**config.mk**
```make
export PLATFORM = sky130hd
export DESIGN_NAME = hssl_tx_framer
export DESIGN_NICKNAME = d
export VERILOG_FILES = /design/src/rtl/hssl_tx_framer_pkg.sv /design/src/rtl/hssl_tx_framer.sv
export SDC_FILE = /design/constraint.sdc
export NUM_CORES = 1
export LEC_CHECK = 0
export CAP_MARGIN = 15
export CORE_MARGIN = 8
export CORE_UTILIZATION = 47
export CTS_CLUSTER_DIAMETER = 30
export DETAILED_ROUTE_END_ITERATION = 6
export MAX_ROUTING_LAYER = met4
export PLACE_DENSITY = 0.73
export SLEW_MARGIN = 0
export SYNTH_ARGS = -nofsm -noshare
export SYNTH_HDL_FRONTEND = slang
export SYNTH_SLANG_ARGS = --single-unit
export TNS_END_PERCENT = 10
```
**constraint.sdc**
```tcl
create_clock -name clk_in -period 2.46 [get_ports clk_in]
set_clock_uncertainty 0.1 [all_clocks]
set_input_delay 0.369 -clock clk_in [delete_from_list [all_inputs] [get_ports clk_in]]
set_output_delay 0.369 -clock clk_in [all_outputs]
set_load 0.05 [all_outputs]
```
**src/rtl/hssl_tx_framer_pkg.sv**
```systemverilog
// rtl/hssl_tx_framer_pkg.sv - shared HSSL code words, FSM state encoding and word-wide CRC-16
package hssl_tx_framer_pkg;

   localparam logic [31:0] IDLE_WORD  = 32'h5050_50BC;
   localparam logic [3:0]  IDLE_K     = 4'b0001;
   localparam logic [31:0] CLKC_WORD  = 32'h1C1C_1C1C;
   localparam logic [3:0]  CLKC_K     = 4'b1111;
   localparam logic [31:0] SOF_WORD   = 32'h0000_00FB;
   localparam logic [3:0]  SOF_K      = 4'b0001;
   localparam logic [7:0]  EOF_KCHAR  = 8'hFD;
   localparam logic [3:0]  EOF_K      = 4'b0001;
   localparam logic [3:0]  DATA_K     = 4'b0000;
   localparam logic [15:0] CRC_INIT   = 16'hFFFF;
   localparam logic [15:0] CRC_POLY   = 16'h1021;

   typedef logic [2:0] state_t;
   localparam state_t ST_LINK_DOWN = 3'd0;
   localparam state_t ST_IDLE      = 3'd1;
   localparam state_t ST_SOF       = 3'd2;
   localparam state_t ST_DATA      = 3'd3;
   localparam state_t ST_EOF       = 3'd4;
   localparam state_t ST_CC        = 3'd5;

   // Byte0 goes first on the wire, so it is folded in first, MSB-first within each byte.
   function automatic logic [15:0] crc16_word(input logic [15:0] crc_in, input logic [31:0] data);
      logic [15:0] c;
      logic        fb;
      c = crc_in;
      for (int b = 0; b < 4; b++) begin
         for (int i = 7; i >= 0; i--) begin
            fb = c[15] ^ data[b*8 + i];
            c  = {c[14:0], 1'b0};
            if (fb) c = c ^ CRC_POLY;
         end
      end
      return c;
   endfunction

endpackage

```
**src/rtl/hssl_tx_framer.sv**
```systemverilog
// rtl/hssl_tx_framer.sv - HSSL TX framer: SOF/payload/EOF framing, comma idle fill, clock correction
module hssl_tx_framer #(
   parameter int FRAME_WORDS     = 16,
   parameter int CLK_CORR_PERIOD = 4096,
   parameter int CLK_CORR_LEN    = 2
) (
   input  logic        clk_in,
   input  logic        reset_in,
   input  logic        tx_reset_done_in,
   input  logic [31:0] data_in,
   input  logic        vld_in,
   input  logic        last_in,
   output logic        rdy_out,
   output logic [31:0] tx_data_out,
   output logic [3:0]  tx_charisk_out,
   output logic        frame_abort_out
);
   import hssl_tx_framer_pkg::*;

   localparam int TW = $clog2(CLK_CORR_PERIOD);

   state_t        state_q, state_d;
   logic          ret_data_q, ret_data_d;
   logic [7:0]    count_q, count_d;
   logic [15:0]   crc_q, crc_d;
   logic [1:0]    cc_cnt_q, cc_cnt_d;
   logic [TW-1:0] cc_timer_q, cc_timer_d;
   logic          cc_pending_q, cc_pending_d;
   logic [31:0]   tx_data_q, tx_data_d;
   logic [3:0]    tx_charisk_q, tx_charisk_d;
   logic          abort_q, abort_d;
   logic          accept, cc_take, cc_wrap;

   assign rdy_out         = tx_reset_done_in & (state_q == ST_DATA) & ~cc_pending_q;
   assign accept          = vld_in & rdy_out;
   assign tx_data_out     = tx_data_q;
   assign tx_charisk_out  = tx_charisk_q;
   assign frame_abort_out = abort_q;
   assign cc_wrap         = (cc_timer_q == TW'(CLK_CORR_PERIOD - 1));

   always_comb begin
      state_d      = state_q;
      ret_data_d   = ret_data_q;
      count_d      = count_q;
      crc_d        = crc_q;
      cc_cnt_d     = cc_cnt_q;
      tx_data_d    = IDLE_WORD;
      tx_charisk_d = IDLE_K;
      abort_d      = 1'b0;
      cc_take      = 1'b0;

      // Losing the link mid-frame drops the frame; the EOF code is never sent for it.
      if (!tx_reset_done_in) begin
         state_d = ST_LINK_DOWN;
         abort_d = (state_q == ST_SOF) || (state_q == ST_DATA) || (state_q == ST_EOF) ||
                   ((state_q == ST_CC) && ret_data_q);
      end else begin
         case (state_q)
            ST_LINK_DOWN: state_d = ST_IDLE;
            ST_IDLE: begin
               if (cc_pending_q) begin
                  state_d    = ST_CC;
                  ret_data_d = 1'b0;
                  cc_cnt_d   = 2'd0;
                  cc_take    = 1'b1;
               end else if (vld_in) begin
                  state_d = ST_SOF;
               end
            end
            ST_SOF: begin
               tx_data_d    = SOF_WORD;
               tx_charisk_d = SOF_K;
               count_d      = 8'd0;
               crc_d        = CRC_INIT;
               state_d      = ST_DATA;
            end
            ST_DATA: begin
               if (accept) begin
                  tx_data_d    = data_in;
                  tx_charisk_d = DATA_K;
                  count_d      = count_q + 8'd1;
                  crc_d        = crc16_word(crc_q, data_in);
                  if (last_in || (count_q == 8'(FRAME_WORDS - 1))) state_d = ST_EOF;
               end else if (cc_pending_q) begin
                  state_d    = ST_CC;
                  ret_data_d = 1'b1;
                  cc_cnt_d   = 2'd0;
                  cc_take    = 1'b1;
               end
            end
            ST_EOF: begin
               tx_data_d    = {crc_q, count_q, EOF_KCHAR};
               tx_charisk_d = EOF_K;
               state_d      = ST_IDLE;
            end
            ST_CC: begin
               tx_data_d    = CLKC_WORD;
               tx_charisk_d = CLKC_K;
               if (cc_cnt_q == 2'(CLK_CORR_LEN - 1)) begin
                  state_d = ret_data_q ? ST_DATA : ST_IDLE;
               end else begin
                  cc_cnt_d = cc_cnt_q + 2'd1;
               end
            end
            default: state_d = ST_LINK_DOWN;
         endcase
      end
   end

   always_comb begin
      cc_timer_d   = cc_timer_q;
      cc_pending_d = cc_pending_q;
      if (!tx_reset_done_in || (state_q == ST_LINK_DOWN)) begin
         cc_timer_d   = '0;
         cc_pending_d = 1'b0;
      end else begin
         cc_timer_d   = cc_wrap ? '0 : cc_timer_q + TW'(1);
         cc_pending_d = cc_wrap | (cc_pending_q & ~cc_take);
      end
   end

   always_ff @(posedge clk_in or posedge reset_in) begin
      if (reset_in) begin
         state_q      <= ST_LINK_DOWN;
         ret_data_q   <= 1'b0;
         count_q      <= 8'd0;
         crc_q        <= CRC_INIT;
         cc_cnt_q     <= 2'd0;
         cc_timer_q   <= '0;
         cc_pending_q <= 1'b0;
         tx_data_q    <= IDLE_WORD;
         tx_charisk_q <= IDLE_K;
         abort_q      <= 1'b0;
      end else begin
         state_q      <= state_d;
         ret_data_q   <= ret_data_d;
         count_q      <= count_d;
         crc_q        <= crc_d;
         cc_cnt_q     <= cc_cnt_d;
         cc_timer_q   <= cc_timer_d;
         cc_pending_q <= cc_pending_d;
         tx_data_q    <= tx_data_d;
         tx_charisk_q <= tx_charisk_d;
         abort_q      <= abort_d;
      end
   end

endmodule

```
==> After elaboration in Yosys (flattened, before gate mapping) <==
Cells that the tools add are included.
{ "totals": {"reg_bits": 80, "latch_bits": 0, "mem_bits_rw": 0, "mem_bits_ro": 0, "input_bits": 37, "out_inout_bits": 38, "word_cells": 277, "n_memories": 0} }
{ "classes": {"n_addsub": 3, "multipliers": 0, "div": 0, "order_cmp": 0, "eq_ne": 17, "shift": 0, "n_mux": 160, "bitwise_logic": 71, "reduce_logical": 16} }
{ "ops": {"columns": ["cell", "n"], "rows": [
  ["$mux 16", 94],
  ["$mux 13", 32],
  ["$pmux 32 s4", 1],
  ["$not 3->3", 32],
  ["$mux 32", 2],
  ["$pmux 16 s2", 1],
  ["$xor 1x1->1", 32],
  ["$mux 12", 2],
  ["$mux 3", 7],
  ["$pmux 8 s2", 1],
  ["$pmux 3 s5", 1],
  ["$add 12x1->12 const B", 1],
  ["$eq 12x12->1 const B", 1],
  ["$ne 2x2->1 const B", 5],
  ["$mux 1", 9],
  ["$add 8x1->8 const B", 1],
  ["$eq 8x4->1 const B", 1],
  ["$mux 2", 4],
  ["$mux 8", 1],
  ["$ne 4x4->1 const B", 2],
  ["$pmux 4 s2", 1],
  ["$reduce_and 4->1", 2],
  ["$eq 3x2->1 const B", 2],
  ["$eq 3x3->1 const B", 2],
  ["other kinds (20)", 30]
]} }

==> Depth between registers and ports, before layout <==
{ "logic_depth": {"word_depth": 161, "mapped_depth": 10, "ltp_nobuf": 8} }

==> Worst setup path before layout <==
No wires, ideal clock.
{ "synth_path": {"path_type": "reg2reg", "from": "register state_q[1]", "to": "register crc_q[3]", "t_arrival_ns": 3.577, "required_time_ns": 2.287, "path_slack_ns": -1.290, "path_stages_with_launch": 11, "path_buffers": 3, "cell_sequence": "dfrtp_1 clkbuf_1 inv_1 nor4_1 and2_1 clkinv_1 a21oi_1 buf_2 buf_2 nor2_1 a21oi_1"} }
{ "synth_via": {"elab_chain_cells": 6} }
{ "synth_rtl": {"columns": ["item", "line_no", "rtl"], "rows": [
  ["from (decl)", "hssl_tx_framer.sv:22", "state_t state_q, state_d;"],
  ["from (signal assigned)", "hssl_tx_framer.sv:135", "state_q <= state_d;"],
  ["$eq 3x2->1", "hssl_tx_framer.sv:34", "assign rdy_out = tx_reset_done_in & (state_q == ST_DATA) & ~cc_pending_q;"],
  ["$and 1x1->1 (2 in series)", "hssl_tx_framer.sv:34", null],
  ["net rdy_out", "hssl_tx_framer.sv:13", "output logic rdy_out,"],
  ["$and 1x1->1", "hssl_tx_framer.sv:35", "assign accept = vld_in & rdy_out;"],
  ["$ne 2x2->1 (no line)", null, null],
  ["$reduce_and 3->1 (no line)", null, null],
  ["to (signal assigned)", "hssl_tx_framer.sv:138", "crc_q <= crc_d;"],
  ["to (decl)", "hssl_tx_framer.sv:25", "logic [15:0] crc_q, crc_d;"]
]} }
The timed path passes the listed nets, and every way through them passes these cells.
A chain may end at the register's enable or synchronous reset.

==> Final worst setup path <==
{ "layout_path": {"from": "register crc_q[14]", "to": "register crc_q[8]"} }
{ "layout_via": {"elab_chain_cells": 126} }
{ "layout_rtl": {"columns": ["item", "line_no", "rtl"], "rows": [
  ["$mux 16 *", "hssl_tx_framer.sv:78", "if (accept) begin"],
  ["$mux 16 *", "hssl_tx_framer.sv:58", "case (state_q)"],
  ["$mux 16 *", "hssl_tx_framer.sv:53", "if (!tx_reset_done_in) begin"],
  ["$xor 1x1->1 *", "hssl_tx_framer_pkg.sv:31", "fb = c[15] ^ data[b*8 + i];"],
  ["$mux 13 *", "hssl_tx_framer_pkg.sv:33", "if (fb) c = c ^ CRC_POLY;"],
  ["$mux 16 *", "hssl_tx_framer.sv:78", null],
  ["$mux 16 *", "hssl_tx_framer.sv:58", null],
  ["$mux 16 *", "hssl_tx_framer.sv:53", null],
  ["[110 not listed]", null, null],
  ["$mux 16 *", "hssl_tx_framer.sv:53", null],
  ["$mux 13 *", "hssl_tx_framer_pkg.sv:33", null],
  ["$mux 16 *", "hssl_tx_framer.sv:78", null],
  ["$mux 16 *", "hssl_tx_framer.sv:58", null],
  ["$mux 16 *", "hssl_tx_framer.sv:53", null],
  ["$mux 13 *", "hssl_tx_framer_pkg.sv:33", null],
  ["$mux 16 *", "hssl_tx_framer.sv:78", null],
  ["$pmux 16 s2 *", "hssl_tx_framer.sv:58", null]
]} }
Mark *: on every way between the ends. The rest lies on a longest branch, timed or not. The select of a mux whose other input is x is not followed.

==> results.sh <==
export IMPL_grt_max_degree=79
export IMPL_outcome="finished with violations"
export IMPL_regToRegStartpoint="crc_q[14]"
export IMPL_ff2ff_setup_slack_ps=-190
export IMPL_design_core_area_um2=9590
export IMPL_critical_path_peak_fanout=3
export IMPL_place_detailed_instances=692
export IMPL_synth_flop_cell="sky130_fd_sc_hd__dfrtp_1"
export IMPL_critical_path_max_stage_delay_ps=580
export IMPL_drcViolationCount=0
export IMPL_cts_root_buf="sky130_fd_sc_hd__clkbuf_8"
export IMPL_critPathCaptureType="flop"
export IMPL_fin_cells=713
export IMPL_cts_made_buffers=9
export IMPL_maxClockFrequency_mhz=378
export IMPL_timing_worst_slew_pin_value_ps=519
export IMPL_first_global_vias=4004
export IMPL_finalCritPeriodShare_pct=108
export IMPL_number_of_flops_mapped_to_enable_cells_by_yosys=0
export IMPL_cp_required_ps=2650
export IMPL_tritoncts_num_sinks=78
export IMPL_count_of_nets_left_with_antenna_violations_after_detail_routing=0
export IMPL_holdBufCountCts=0
export IMPL_netlist_top_cells_area="sky130_fd_sc_hd__dfrtp_1 (27%), sky130_fd_sc_hd__dfstp_2 (16%), sky130_fd_sc_hd__xnor2_1 (10%)"
export IMPL_critical_path_top_delay_family="XOR/XNOR gates"
export IMPL_h_tree_depth=3
export IMPL_netlist_cell_type_count=41
export IMPL_rows=36
export IMPL_estimated_wirelength_of_the_detail_placed_design_um=9410
export IMPL_drv_slew=0
export IMPL_ffs_w_async_s_r_synth_pct=100
export IMPL_globalplace_congestion=0.990
export IMPL_fillers=712
export IMPL_drt_iter0_markers=222
export IMPL_floorplan_die_width_um=114
export IMPL_critPathKind="flop to flop"
export IMPL_setup_viol_count_final=14
export IMPL_grt_ovfl_total=0
export IMPL_rr_endpoint="crc_q[8]"
export IMPL_synth_cell_area_um2=4550
export IMPL_cap_viol_max_count=0
export IMPL_utilization_pct=67.7
export IMPL_fin_tns_setup_ps=-1370
export IMPL_post_synthesis_area_per_instance_um2=10.8
export IMPL_synthToLayoutAreaGrowth_pct=42.7
export IMPL_cpMostUsedCell="sky130_fd_sc_hd__xnor2_2"
export IMPL_yosys_warnings=0
export IMPL_finalNetCount=618
export IMPL_worstSetupStartpointType="flop"
export IMPL_tritoncts="built"
export IMPL_crit_path_start="crc_q[14]"
export IMPL_io_pins=75
export IMPL_clock_tree_buffer_depth=2
export IMPL_min_period_ps=2650
export IMPL_critical_path_slowest_cell="sky130_fd_sc_hd__dfstp_2"
export IMPL_netlist_top_cells_count="sky130_fd_sc_hd__nor2_1 (54), sky130_fd_sc_hd__xnor2_1 (54), sky130_fd_sc_hd__dfrtp_1 (50)"
export IMPL_first_pass_grt_wire_length_um=20400
export IMPL_worst_reg2reg_path_depth=8
export IMPL_place_area_um2=6080
export IMPL_diodes=0
export IMPL_synthesis_nets=466
export IMPL_clkSlewWorstSetupHoldPaths_ps=100
export IMPL_final_layout_size_suffix_gt1_share_pct=30.7
export IMPL_synth_seq_area_share_pct=43.6
export IMPL_post_synth_top_area_fraction_pct=27.5
export IMPL_vias=3671
export IMPL_worst_hold_path_type="input port to async pin"
export IMPL_hold_viol_final=0
export IMPL_combined_buffer_and_inverter_count_along_the_critical_path=1
export IMPL_initial_standard_cell_utilization_of_the_core_pct=47.5
export IMPL_dr_pass1_iters=4
export IMPL_postLayoutCellArea_um2=6500
export IMPL_synth_top_area_cell="sky130_fd_sc_hd__dfrtp_1"
export IMPL_violated_checks="negative setup slack"
export IMPL_postRouteWirelength_um=12700
export IMPL_setup_ws_ps=-187
export IMPL_number_of_standard_cells_after_synthesis=423
export IMPL_clk_latency_ps=370
export IMPL_placement_io_buffers=74
export IMPL_arrival_ps=2830
export IMPL_die_height_um=114
export IMPL_grt_usage_pct=20.9
export IMPL_ff_latch_count_synth=78
export IMPL_worst_slew_margin_rel_pct=65.1
export IMPL_vias_per_cell=5.15
export IMPL_wl_per_cell_um=17.9
export IMPL_grt_setup_unrepaired="true"
export IMPL_antenna_found_initial=0
export IMPL_critical_path_cell_chain="xnor2_2 -> buf_4 -> xnor3_1 -> xor3_2 -> xnor2_2 -> xnor3_2 -> xor2_1 -> a21oi_1"
export IMPL_design_die_area_um2=13100
[registers in the layout, indices dropped and copies added (netlist names)]
register,cells
cc_pending_q,1
ret_data_q,1
tx_charisk_out,2
frame_abort_out,1
crc_q,16
cc_timer_q,12
cc_cnt_q,2
tx_data_out,32
state_q,3
count_q,8
[layout by cell type, fill, tap and decap left out, drive strengths merged, types with 5 or more instances in the layout]
master,netlist,layout
xor2,21,21
clkdlybuf4s50,0,70
a22oi,12,12
and3,5,5
a22o,7,7
xnor3,16,16
xor3,5,5
dfrtp,50,50
nand2b,5,5
buf,5,88
a21oi,37,37
xnor2,61,61
o21ai,18,18
nor2,54,54
nand2,27,27
inv,8,10
dfstp,28,28
ha,6,6
clkbuf,15,10
nand3,10,10
[tightest hold or removal path, cell delays in order]
cell	delay, ps
sky130_fd_sc_hd__clkdlybuf4s50_1	410
sky130_fd_sc_hd__inv_2	70
sky130_fd_sc_hd__buf_12	330
[cell type report]
| class | instances | area, µm² | area share, % |
|---|---|---|---|
| multi-input combinational | 316 | 2670 | 41.2 |
| inverter | 9 | 35.0 | 0.539 |
| clock buffer | 10 | 128 | 1.96 |
| tap | 133 | 166 | 2.56 |
| clock inverter | 6 | 68.8 | 1.06 |
| sequential | 78 | 1990 | 30.6 |
| timing repair buffer | 161 | 1440 | 22.1 |
[metal layers]
| layer | up-vias | global-route usage (%) | part of all wire [%] |
|---|---|---|---|
| met5 | - | - | 0 |
| met4 | 0 | 9.94 | 3.0 |
| met3 | 24 | 4.43 | 4.8 |
| met2 | 89 | 34.9 | 52 |
| met1 | 1817 | 23.4 | 41 |
| li1 | 1741 | - | - |
[worst max path at each step]
stage | slack, ps | end | cells after the start
after global routing | -280 | crc_q[8] | 8
after global placement | -690 | crc_q[8] | 8
after detailed placement | -710 | crc_q[8] | 8
final | -190 | crc_q[8] | 8
after CTS | -170 | crc_q[8] | 8
after floorplan | -60 | crc_q[14] | 7
[cell families after synthesis]
group / after synthesis / share of synthesized area (%)
xor gates and xnor gates: 103 / 28.0
buffers and inverters: 29 / 2.61
and+or+nand+nor: 112 / 10.6
muxes: 4 / 0.879
AOI/OAI and AO/OA: 91 / 12.6
DFF: 78 / 43.6
adders and majority gates: 6 / 1.65
[what timing repair did]
| item | in CTS | in global routing |
|---|---|---|
| setup buffers | 5 | 0 |
| gates resized for setup | 22 | 8 |
| pin swaps | 11 | 5 |
| setup endpoints to repair | 16 | 16 |
[metrics by stage]
stage	setup WS (ps)	hold WS (ps)
global route	-283	361
floorplan	-62.9	350
finish	-187	297
global placement	-692	363
detailed placement	-712	377
CTS	-174	311
Power is left out: the tool's default activity adds up to more than one toggle a clock period on the data nets, which glitch-free logic cannot reach.
